<file path="src/rtl/operand_fetch_if.sv">
// Issue-side bundle for operand_fetch: instruction input, RF read ports,
// write-back snoop, operand output and scoreboard status.
interface operand_fetch_if #(
    parameter int DATA_WIDTH = 32,
    parameter int ADDR_WIDTH = 5
);
    logic                  in_valid;
    logic                  in_ready;
    logic [ADDR_WIDTH-1:0] in_rs1;
    logic [ADDR_WIDTH-1:0] in_rs2;
    logic [ADDR_WIDTH-1:0] in_rd;
    logic                  in_rd_we;
    logic [ADDR_WIDTH-1:0] rf_addr1;
    logic [DATA_WIDTH-1:0] rf_data1;
    logic [ADDR_WIDTH-1:0] rf_addr2;
    logic [DATA_WIDTH-1:0] rf_data2;
    logic [ADDR_WIDTH-1:0] wb_addr;
    logic [DATA_WIDTH-1:0] wb_data;
    logic                  wb_enable;
    logic                  out_valid;
    logic                  out_ready;
    logic [DATA_WIDTH-1:0] out_op1;
    logic [DATA_WIDTH-1:0] out_op2;
    logic [ADDR_WIDTH-1:0] out_rd;
    logic                  out_rd_we;
    logic                  sb_busy;

    modport slave (
        input  in_valid, in_rs1, in_rs2, in_rd, in_rd_we,
        input  rf_data1, rf_data2,
        input  wb_addr, wb_data, wb_enable,
        input  out_ready,
        output in_ready, rf_addr1, rf_addr2,
        output out_valid, out_op1, out_op2, out_rd, out_rd_we,
        output sb_busy
    );

    modport master (
        output in_valid, in_rs1, in_rs2, in_rd, in_rd_we,
        output rf_data1, rf_data2,
        output wb_addr, wb_data, wb_enable,
        output out_ready,
        input  in_ready, rf_addr1, rf_addr2,
        input  out_valid, out_op1, out_op2, out_rd, out_rd_we,
        input  sb_busy
    );
endinterface

</file>
<file path="src/rtl/operand_fetch.sv">
// Operand fetch: reads the 2R1W register file, forwards same-cycle
// write-back data and stalls on RAW/WAW hazards via a pending-write scoreboard.
module operand_fetch #(
    parameter int DATA_WIDTH  = 32,
    parameter int DEPTH       = 32,
    parameter bit ZERO_REG_EN = 1'b1
) (
    input logic            clk,
    input logic            rst,
    operand_fetch_if.slave bus
);
    localparam int ADDR_WIDTH = (DEPTH > 1) ? $clog2(DEPTH) : 1;
    localparam int NREG       = 1 << ADDR_WIDTH;

    typedef logic [ADDR_WIDTH-1:0] addr_t;
    typedef logic [DATA_WIDTH-1:0] data_t;

    function automatic logic is_zero(addr_t r);
        return ZERO_REG_EN && (r == '0);
    endfunction

    function automatic logic in_range(addr_t r);
        return int'(r) < DEPTH;
    endfunction

    logic [NREG-1:0] pending_q, pending_d;
    logic            out_valid_q, out_valid_d;
    data_t           op1_q, op1_d;
    data_t           op2_q, op2_d;
    addr_t           rd_q, rd_d;
    logic            rd_we_q, rd_we_d;

    logic  hit1, hit2, hitd;
    logic  pend1, pend2, pendd;
    logic  hazard, ready, accept;
    data_t fwd1, fwd2;

    assign bus.rf_addr1 = bus.in_rs1;
    assign bus.rf_addr2 = bus.in_rs2;

    assign hit1 = bus.wb_enable && (bus.wb_addr == bus.in_rs1) && !is_zero(bus.in_rs1);
    assign hit2 = bus.wb_enable && (bus.wb_addr == bus.in_rs2) && !is_zero(bus.in_rs2);
    assign hitd = bus.wb_enable && (bus.wb_addr == bus.in_rd) && !is_zero(bus.in_rd);

    // A write-back landing this cycle resolves the hazard it would otherwise cause.
    assign pend1 = pending_q[bus.in_rs1] && !hit1;
    assign pend2 = pending_q[bus.in_rs2] && !hit2;
    assign pendd = pending_q[bus.in_rd] && !hitd;

    assign hazard = pend1 || pend2 || (bus.in_rd_we && pendd);
    assign ready  = (!out_valid_q || bus.out_ready) && !hazard;
    assign accept = bus.in_valid && ready;

    assign fwd1 = is_zero(bus.in_rs1) ? '0 : hit1 ? bus.wb_data : bus.rf_data1;
    assign fwd2 = is_zero(bus.in_rs2) ? '0 : hit2 ? bus.wb_data : bus.rf_data2;

    always_comb begin
        pending_d   = pending_q;
        out_valid_d = out_valid_q;
        op1_d       = op1_q;
        op2_d       = op2_q;
        rd_d        = rd_q;
        rd_we_d     = rd_we_q;
        if (bus.wb_enable && in_range(bus.wb_addr)) begin
            pending_d[bus.wb_addr] = 1'b0;
        end
        // Set after clear so a same-cycle set on the same register wins.
        if (accept && bus.in_rd_we && !is_zero(bus.in_rd) && in_range(bus.in_rd)) begin
            pending_d[bus.in_rd] = 1'b1;
        end
        if (accept) begin
            out_valid_d = 1'b1;
            op1_d       = fwd1;
            op2_d       = fwd2;
            rd_d        = bus.in_rd;
            rd_we_d     = bus.in_rd_we;
        end else if (bus.out_ready) begin
            out_valid_d = 1'b0;
        end
    end

    always_ff @(posedge clk) begin
        if (rst) begin
            pending_q   <= '0;
            out_valid_q <= 1'b0;
            op1_q       <= '0;
            op2_q       <= '0;
            rd_q        <= '0;
            rd_we_q     <= 1'b0;
        end else begin
            pending_q   <= pending_d;
            out_valid_q <= out_valid_d;
            op1_q       <= op1_d;
            op2_q       <= op2_d;
            rd_q        <= rd_d;
            rd_we_q     <= rd_we_d;
        end
    end

    assign bus.in_ready  = ready;
    assign bus.out_valid = out_valid_q;
    assign bus.out_op1   = op1_q;
    assign bus.out_op2   = op2_q;
    assign bus.out_rd    = rd_q;
    assign bus.out_rd_we = rd_we_q;
    assign bus.sb_busy   = |pending_q;
endmodule

</file>
<file path="src/flat_wrapper.sv">
// flat-port wrapper written by rule: the top's interface ports become plain ports
module operand_fetch_flat 
#(
    parameter int DATA_WIDTH  = 32,
    parameter int DEPTH       = 32,
    parameter bit ZERO_REG_EN = 1'b1
)
  (clk, rst, bus_in_valid, bus_in_rs1, bus_in_rs2, bus_in_rd, bus_in_rd_we, bus_rf_data1, bus_rf_data2, bus_wb_addr, bus_wb_data, bus_wb_enable, bus_out_ready, bus_in_ready, bus_rf_addr1, bus_rf_addr2, bus_out_valid, bus_out_op1, bus_out_op2, bus_out_rd, bus_out_rd_we, bus_sb_busy);
  operand_fetch_if #(.DATA_WIDTH(DATA_WIDTH), .ADDR_WIDTH(5)) bus_i ();
  input logic clk;
  input logic rst;
  input wire logic [$bits(bus_i.in_valid)-1:0] bus_in_valid;
  input wire logic [$bits(bus_i.in_rs1)-1:0] bus_in_rs1;
  input wire logic [$bits(bus_i.in_rs2)-1:0] bus_in_rs2;
  input wire logic [$bits(bus_i.in_rd)-1:0] bus_in_rd;
  input wire logic [$bits(bus_i.in_rd_we)-1:0] bus_in_rd_we;
  input wire logic [$bits(bus_i.rf_data1)-1:0] bus_rf_data1;
  input wire logic [$bits(bus_i.rf_data2)-1:0] bus_rf_data2;
  input wire logic [$bits(bus_i.wb_addr)-1:0] bus_wb_addr;
  input wire logic [$bits(bus_i.wb_data)-1:0] bus_wb_data;
  input wire logic [$bits(bus_i.wb_enable)-1:0] bus_wb_enable;
  input wire logic [$bits(bus_i.out_ready)-1:0] bus_out_ready;
  output wire logic [$bits(bus_i.in_ready)-1:0] bus_in_ready;
  output wire logic [$bits(bus_i.rf_addr1)-1:0] bus_rf_addr1;
  output wire logic [$bits(bus_i.rf_addr2)-1:0] bus_rf_addr2;
  output wire logic [$bits(bus_i.out_valid)-1:0] bus_out_valid;
  output wire logic [$bits(bus_i.out_op1)-1:0] bus_out_op1;
  output wire logic [$bits(bus_i.out_op2)-1:0] bus_out_op2;
  output wire logic [$bits(bus_i.out_rd)-1:0] bus_out_rd;
  output wire logic [$bits(bus_i.out_rd_we)-1:0] bus_out_rd_we;
  output wire logic [$bits(bus_i.sb_busy)-1:0] bus_sb_busy;
  assign bus_i.in_valid = bus_in_valid;
  assign bus_i.in_rs1 = bus_in_rs1;
  assign bus_i.in_rs2 = bus_in_rs2;
  assign bus_i.in_rd = bus_in_rd;
  assign bus_i.in_rd_we = bus_in_rd_we;
  assign bus_i.rf_data1 = bus_rf_data1;
  assign bus_i.rf_data2 = bus_rf_data2;
  assign bus_i.wb_addr = bus_wb_addr;
  assign bus_i.wb_data = bus_wb_data;
  assign bus_i.wb_enable = bus_wb_enable;
  assign bus_i.out_ready = bus_out_ready;
  assign bus_in_ready = bus_i.in_ready;
  assign bus_rf_addr1 = bus_i.rf_addr1;
  assign bus_rf_addr2 = bus_i.rf_addr2;
  assign bus_out_valid = bus_i.out_valid;
  assign bus_out_op1 = bus_i.out_op1;
  assign bus_out_op2 = bus_i.out_op2;
  assign bus_out_rd = bus_i.out_rd;
  assign bus_out_rd_we = bus_i.out_rd_we;
  assign bus_sb_busy = bus_i.sb_busy;
  operand_fetch #(.DATA_WIDTH(DATA_WIDTH), .DEPTH(DEPTH), .ZERO_REG_EN(ZERO_REG_EN)) u_core (.clk(clk), .rst(rst), .bus(bus_i));
endmodule
</file>
<file path="config.mk">
export PLATFORM = sky130hd
export DESIGN_NAME = operand_fetch_flat
export DESIGN_NICKNAME = d
export VERILOG_FILES = /design/src/rtl/operand_fetch_if.sv /design/src/rtl/operand_fetch.sv /design/src/flat_wrapper.sv
export SDC_FILE = /design/constraint.sdc
export NUM_CORES = 1
export LEC_CHECK = 0
export BUFFER_PORTS_ARGS = -buffer_cell sky130_fd_sc_hd__buf_2
export CAP_MARGIN = 20
export CORE_MARGIN = 2
export CORE_UTILIZATION = 45
export CTS_CLUSTER_DIAMETER = 40
export DETAILED_ROUTE_END_ITERATION = 16
export PLACE_DENSITY = 0.74
export SLEW_MARGIN = 20
export SYNTH_ARGS = -nofsm -noshare
export SYNTH_HDL_FRONTEND = slang
export SYNTH_SLANG_ARGS = --single-unit
export TNS_END_PERCENT = 10
</file>
<file path="constraint.sdc">
create_clock -name clk -period 11.5 [get_ports clk]
set_input_delay 2.875 -clock clk [delete_from_list [all_inputs] [get_ports clk]]
set_output_delay 2.875 -clock clk [all_outputs]
set_load 0.01 [all_outputs]
</file>
Word-level counts from Yosys, hierarchy flattened:

Index checks and enable logic that the tools add are counted.

* order comparisons: 6
* reductions and logical operators: 32
* eq/ne operators: 3
* bitwise operators: 3
* muxes and demuxes: 18

Operators with widths (number)
* $mux W32: 6
* $and A32 B32 Y32: 1
* $not A32 Y32: 1
* $or A32 B32 Y32: 1
* $reduce_or A32 Y1: 1
* $lt A5 B6 Y1 const B: 4
* $logic_and A1 B1 Y1: 16
* $bmux W1 S5: 3
* $eq A5 B5 Y1: 3
* $logic_not A5 Y1: 3
* $demux W1 S5: 2
* $ge A5 B1 Y1 const B: 2
* $logic_not A1 Y1: 8
* $mux W1: 7
* $logic_or A1 B1 Y1: 3
* $reduce_bool A2 Y1: 1

* input port bits: 122
* output and inout bits: 83
* logic and storage cells: 68
* flip-flop bits (word level): 103

Longest topological paths before layout:

Gate-level depths: netlist (run 1).

* word-level depth: 13
* gate-level depth with buffers: 11
* depth with buffers taken out: 7

Worst setup path before layout (run 1):

No wires, ideal clock.

* path kind: input port to output port
* from: input bus_in_rs1[2]
* to: output bus_in_ready
* path buffers: 4
* data arrival time: 5.015 ns
* slack: 3.610 ns
* cell stages on the path: 10
* data required time: 8.625 ns
* cells stage by stage: buf_2 -> or2_1 -> or4_1 -> buf_2 -> nor3b_4 -> o41a_1 -> and3_1 -> buf_6 -> buf_6 -> and3_1

* longest elaborated chain between the ends: 9
* elaborated cells on any way between the ends: 13

RTL lines
* from (decl): line flat_wrapper.sv:13 `input wire logic [$bits(bus_i.in_rs1)-1:0] bus_in_rs1;`
* parallel branches: the longest is 4 deep, another holds $bmux W1 S5
* $logic_and A1 B1 Y1 (*): line operand_fetch.sv:46 `assign pend1 = pending_q[bus.in_rs1] && !hit1;`
* $logic_or A1 B1 Y1 (*) (2 in series): line operand_fetch.sv:50 `assign hazard = pend1 || pend2 || (bus.in_rd_we && pendd);`
* $logic_not A1 Y1 (*): line operand_fetch.sv:51 `assign ready = (!out_valid_q || bus.out_ready) && !hazard;`
* $logic_and A1 B1 Y1 (*): line operand_fetch.sv:51
* to (decl): line flat_wrapper.sv:23 `output wire logic [$bits(bus_i.in_ready)-1:0] bus_in_ready;`

Every way passes the cells marked *. The select of a mux whose other input is x is not followed.

Worst setup path after layout (run 1):

Ends and elaborated chain as after synthesis.

==> results.json, run 1 <==
{
  "slew_headroom_pct": 26.3,
  "cpPeakStageDelay_ns": 0.91,
  "post-cts-setup-buffers": 0,
  "r2r_start": "u_core.pending_q[3]",
  "antenna_found_initial": 1,
  "critPathMaxFanout": 73,
  "htreeDepth": 3,
  "std_cell_rows": 42,
  "fin_tns_setup_ns": 0,
  "cts_made_buffers": 9,
  "netlist_area_um2": 6180,
  "maxCapViolCount": 0,
  "routed_wl_um": 20700,
  "synthArstFlopShare_pct": 0,
  "setup.worst_path.start": "bus_in_rs1[2]",
  "grt_pass1_wl_um": 31700,
  "postCtsHoldBufs": 0,
  "start_util_pct": 46.3,
  "antenna_left": 0,
  "skew_ns": 0.00913,
  "vias": 6373,
  "cts_tree": "done",
  "end_kind": "output port",
  "synthFlopType": "dfxtp_1",
  "wire_per_inst_um": 20.5,
  "critPathKind": "primary input to output port",
  "syn2layout_area_growth_pct": 18.1,
  "crit_arrival_ns": 6.01,
  "yosysSeqAreaShare_pct": 33.4,
  "ir_drop_mv": 0.0996,
  "drcViolationCount": 0,
  "rsz0062_at_grt": "false",
  "clock_path_buffers": 2,
  "grt.overflow.total": 0,
  "endpoint": "bus_in_ready",
  "cts_sinks": 103,
  "synth-edff-count": 0,
  "grt_pass1_vias": 5912,
  "slew_viol_final": 0,
  "critPathTopFamily": "simple AND/OR/NAND/NOR gates",
  "avgSynthCellArea_um2": 8.89,
  "grt_max_degree": 106,
  "fin_crit_ns": 8.88,
  "hold_violations": 0,
  "num-nets-final": 953,
  "synthCells": 695,
  "cts_resized": 0,
  "clockRootBuffer": "clkbuf_16",
  "die_h_um": 121,
  "drt-vias-per-instance": 6.29,
  "status": "complete, no violations",
  "drtIter0Drc": 724,
  "worstPathRequired_ns": 8.63,
  "cp_slowest_cell": "or4_2",
  "path_depth": 9,
  "clk_pin_slew_ns": 0.07,
  "fmax_mhz": 113,
  "finalSetupViolations": 0,
  "power.density_nw_per_um2": 125,
  "crit_chain": "buf_2 -> or2_1 -> or4_2 -> nor3b_4 -> o41a_1 -> and3_2 -> buf_4 -> and3_1 -> buf_2",
  "leakagePower_nw": 2.77,
  "r2r-end": "u_core.pending_q[8]",
  "placed_area_um2": 7000,
  "gp_congestion": 0.985,
  "dieArea_um2": 14700,
  "ys_warn_count": 0,
  "fin_area_um2": 7300,
  "ys_seq_elements": 103,
  "start_kind": "primary input",
  "worstPathBufferInverterCount": 3,
  "fin_crit_sh_pct": 77.2,
  "tightest_slew_ns": 1.11,
  "portBuffers": 204,
  "grt_util_all_layers_pct": 27.6,
  "first_pass_iters": 5,
  "reg2reg_depth": 8,
  "coreArea_um2": 13300,
  "synth_nets": 817,
  "ys_types": 51,
  "drive_gt1_share_pct": 34.0,
  "hold_path_class": "flop to flop",
  "regToRegSetupSlack_ns": 8.18,
  "fillers": 1283,
  "crit_top_cell": "buf_2",
  "insertion_delay_ns": 0.36,
  "die_w_um": 121,
  "ios": 205,
  "place.detailed.hpwl_um": 14100
}
how the worst min path moves through the flow:
stage | slack (ns) | depth (start not counted) | end | from
floorplan | 0.46 | 2 | u_core.pending_q[0] | u_core.pending_q[0]
global placement | 0.46 | 2 | u_core.bus.out_rd[4] | u_core.bus.out_rd[4]
detailed placement | 0.46 | 2 | u_core.bus.out_rd[0] | u_core.bus.out_rd[0]
CTS | 0.47 | 2 | u_core.bus.out_rd[0] | u_core.bus.out_rd[0]
global route | 0.51 | 2 | u_core.bus.out_rd[2] | u_core.bus.out_rd[2]
finish | 0.47 | 2 | u_core.bus.out_rd[0] | u_core.bus.out_rd[0]
worst reg2reg max path: cells and delay by family, from the launching register on:
kind                   cells  cell delay, ns
multiplexers               1            0.48
flip-flops                 1            0.38
AO/OA/AOI/OAI              3            0.74
buffers and inverters      1            0.67
AND/OR/NAND/NOR            3            0.97
cells in the final DEF (no fill, tap or decap), types with 3 or more instances in the layout:
master     count
nand3b_1      24
mux4_2        22
xor2_1         6
buf_4          9
or4_1          3
clkbuf_16      9
dfxtp_1      103
nor3b_1       40
a311oi_1      32
nand2_1       50
o21ai_1       16
nand4_1        7
or3_1          3
o21ai_0       38
a21oi_2        9
xnor2_1        9
a211oi_1      26
mux2i_1        6
nor2b_1       19
or2_2          3
o211ai_1      32
a21oi_1       95
buf_2        203
clkinv_4       3
nor4_1        10
a211oi_2       9
nand3_1       11
final cells by class:
type	count	area [um^2]	share of cell area [%]
Multi-Input combinational cell	504	3640	49.8
Timing Repair Buffer	212	1080	14.9
Inverter	1	3.75	0.0514
Clock inverter	7	62.6	0.857
Sequential cell	103	2060	28.3
Tap cell	176	220	3.02
Clock buffer	9	225	3.09
Antenna cell	1	2.50	0.0343
cells in the mapped netlist, types with 2 or more instances:
master / n / area [um^2]
and3_1: 4 / 25.0
buf_6: 14 / 158
a311oi_1: 32 / 280
nor2b_1: 19 / 119
buf_4: 10 / 75.1
xnor2_1: 9 / 78.8
o21ai_1: 16 / 80.1
dfxtp_1: 103 / 2060
mux2_2: 2 / 22.5
nand2b_1: 2 / 12.5
nand3_1: 11 / 55.1
nand4_1: 7 / 43.8
or3b_2: 2 / 17.5
nand2_1: 50 / 188
o21ai_0: 38 / 190
nor3b_1: 40 / 300
clkbuf_1: 40 / 150
mux4_2: 22 / 495
or3_1: 3 / 18.8
a21oi_2: 9 / 78.8
a21oi_1: 95 / 475
nor4_1: 11 / 68.8
or3b_1: 2 / 17.5
nand3b_1: 24 / 180
or4_1: 4 / 30.0
a211oi_2: 9 / 113
nor2_1: 3 / 11.3
or2_2: 3 / 18.8
buf_1: 8 / 30.0
o211ai_1: 32 / 240
mux2i_1: 6 / 60.1
buf_2: 15 / 75.1
a211oi_1: 26 / 195
xor2_1: 6 / 52.6
and2_1: 2 / 12.5
report_power, final:
group	internal, mW	switching [mW]	leakage [nW]	total (mW)
clock network	0.152	0.153	0.144	0.305
registers	0.382	0.0144	0.843	0.397
logic	0.0832	0.126	1.78	0.209
total	0.617	0.293	2.77	0.911
kinds of logic after synthesis:
family	count (synthesis)	synth area share [%]
and+or+nand+nor	195	19.4
buffers and inverters	88	7.96
xor gates and xnor gates	15	2.13
AOI/OAI and AO/OA	264	27.8
muxes	30	9.36
DFF	103	33.4
per-stage QoR:
stage | setup slack [ns] | total power [mW] | util (%) | std cells | hold slack [ns]
6_report | 2.62 | 0.911 | 54.7 | 1013 | 0.473
5_1_grt | 2.48 | 0.949 | 54.7 | 1013 | 0.507
4_1_cts | 2.58 | 0.912 | 54.6 | 1012 | 0.475
3_5_place_dp | 2.58 | 0.612 | 52.5 | 996 | 0.464
3_3_place_gp | 2.60 | 0.610 | 52.5 | 996 | 0.465
2_1_floorplan | 3.61 | 0.544 | - | 695 | 0.456
registers in the layout (all words and copies together), names as in the netlist:
| name | flops |
|---|---|
| u_core.bus.out_op1 | 32 |
| u_core.bus.out_rd | 5 |
| u_core.bus.out_valid | 1 |
| u_core.bus.out_op2 | 32 |
| u_core.pending_q | 32 |
| u_core.bus.out_rd_we | 1 |
layer usage:
| layer | wire length [um] | part of all wire (%) | up-vias | track usage (%) |
|---|---|---|---|---|
| li1 | - | - | 2917 | - |
| met1 | 8460 | 41 | 3061 | 35.1 |
| met2 | 9880 | 48 | 346 | 45.6 |
| met3 | 1790 | 8.6 | 49 | 5.36 |
| met4 | 610 | 2.9 | 0 | 11.6 |
| met5 | 0 | 0 | - | 0 |
(Power assumes the default switching activity.)
==> inputs of run 2 (changes only) <==
- PLACE_DENSITY: 0.74 -> 0.77
- clock period: 11.5 -> 7.8 ns (I/O delays scaled with it)
==> run 2 against run 1 <==
Against the previous run: sequential cell count is the same; final cell count grew 0.49%; critical path depth did not move; count of clock-buffer cells in the layout stayed put; register-to-register slack worse by 3.6 ns; setup slack lost 1.0 ns; global-route usage is 1.3 points lower; clock power increased by 43%; utilization up 0.22 points; critical path type unchanged; critical endpoint unchanged; largest cell class unchanged.
==> results.json, run 2 (same netlist as run 1, synthesis figures left out) <==
{
  "dieArea_um2": 14700,
  "ir_drop_mv": 0.108,
  "layout_commonest_cell": "buf_2",
  "fin_tns_setup_ns": 0,
  "hold_path_class": "flop to flop",
  "power.density_nw_per_um2": 181,
  "grt_util_all_layers_pct": 26.3,
  "drive_gt1_share_pct": 34.1,
  "clk_pin_slew_ns": 0.07,
  "critPathKind": "primary input to output port",
  "gp_congestion": 0.915,
  "crit_arrival_ns": 4.24,
  "cts_made_buffers": 9,
  "clock_path_buffers": 2,
  "post-cts-setup-buffers": 0,
  "htreeDepth": 3,
  "cts_sinks": 103,
  "grt_pass1_vias": 5586,
  "leakagePower_nw": 2.78,
  "num-nets-final": 956,
  "clockRootBuffer": "clkbuf_16",
  "whs_endpoint": "u_core.bus.out_rd_we",
  "drt-vias-per-instance": 6.11,
  "die_h_um": 121,
  "first_pass_iters": 5,
  "grt_pass1_wl_um": 30100,
  "place.detailed.hpwl_um": 14000,
  "fin_cells": 1018,
  "place_inst": 999,
  "maxCapViolCount": 0,
  "grt_max_degree": 73,
  "fmax_mhz": 161,
  "cts_tree": "done",
  "final_cell_mix": "buf_2 (203), dfxtp_1 (103), a21oi_1 (95)",
  "hold_violations": 0,
  "fin_crit_ns": 6.19,
  "routed_wl_um": 20000,
  "wire_per_inst_um": 19.7,
  "r2r-end": "u_core.pending_q[20]",
  "postCtsHoldBufs": 0,
  "start_kind": "primary input",
  "vias": 6220,
  "start_util_pct": 46.3,
  "tightest_slew_ns": 0.877,
  "rsz0062_at_grt": "false",
  "slew_headroom_pct": 41.5,
  "regToRegSetupSlack_ns": 4.55,
  "setup.worst_path.start": "bus_in_rs1[2]",
  "portBuffers": 204,
  "worstPathRequired_ns": 5.85,
  "slew_viol_final": 0,
  "fillers": 1258,
  "status": "complete, no violations",
  "drtIter0Drc": 671,
  "antenna_found_initial": 3,
  "ios": 205,
  "min_path_cells": 2,
  "coreArea_um2": 13300,
  "reg2reg_depth": 8,
  "grt.overflow.total": 0,
  "skew_ns": 0.00649,
  "antenna_left": 0,
  "hp-start": "u_core.bus.out_rd_we",
  "std_cell_rows": 42,
  "fin_crit_sh_pct": 79.4,
  "die_w_um": 121,
  "insertion_delay_ns": 0.36,
  "critPathMaxFanout": 33,
  "finalSetupViolations": 0,
  "drcViolationCount": 0,
  "r2r_start": "u_core.pending_q[3]",
  "end_kind": "output port",
  "cts_resized": 0,
  "syn2layout_area_growth_pct": 18.6
}
run 2: changes by cell type in the layout (fill, tap and decap cells not counted), sizes merged:
cell	change
inv	+1
buf	+3
clkinv	-2
clkinvlp	+1
diode	+2
run 2: final cells by class:
type                    count  area (um^2)  area share [%]
diodes                      3         7.51           0.102
clock inverters             7         52.6           0.717
repair buffers            215         1120            15.3
well taps                 176          220            3.01
inverters                   1         3.75          0.0512
multi-input cells         504         3630            49.6
clock buffers               9          225            3.07
flip-flops and latches    103         2060            28.2
run 2: power by group:
group	internal [mW]	switching (mW)	total, mW
sequential	0.564	0.0200	0.584
clock	0.220	0.215	0.435
combinational	0.125	0.183	0.308
run 2: worst max-delay path by stage:
stage | slack [ns] | cells past startpoint | endpoint
3_5_place_dp | 1.61 | 9 | bus_in_ready
5_1_grt | 1.51 | 9 | bus_in_ready
4_1_cts | 1.61 | 9 | bus_in_ready
6_report | 1.61 | 9 | bus_in_ready
2_1_floorplan | 1.76 | 10 | bus_in_ready
3_3_place_gp | 1.63 | 9 | bus_in_ready
run 2: per-stage QoR:
step | cell area [um^2] | utilization (%) | worst slack, ns | hold slack, ns | power [mW]
after floorplan | 6180 | - | 1.76 | 0.456 | 0.802
after global routing | 7320 | 54.9 | 1.51 | 0.499 | 1.39
after detailed placement | 7040 | 52.7 | 1.61 | 0.464 | 0.903
final | 7320 | 54.9 | 1.61 | 0.478 | 1.33
after global placement | 7020 | 52.6 | 1.63 | 0.463 | 0.897
after CTS | 7320 | 54.8 | 1.61 | 0.474 | 1.34
run 2: critical path, cell delays in order:
cell	delay, ns
buf_2	0.16
or2_1	0.23
or4_1	0.39
buf_4	0.26
nor3b_4	0.20
o41a_1	0.45
and3_2	0.23
and3_1	0.22
buf_2	0.15
run 2: routing by layer:
layer,routed length [um],global-route usage [%]
met5,7,0
met3,1760,4.93
met2,9440,42.2
met1,8150,34.5
met4,649,11.8
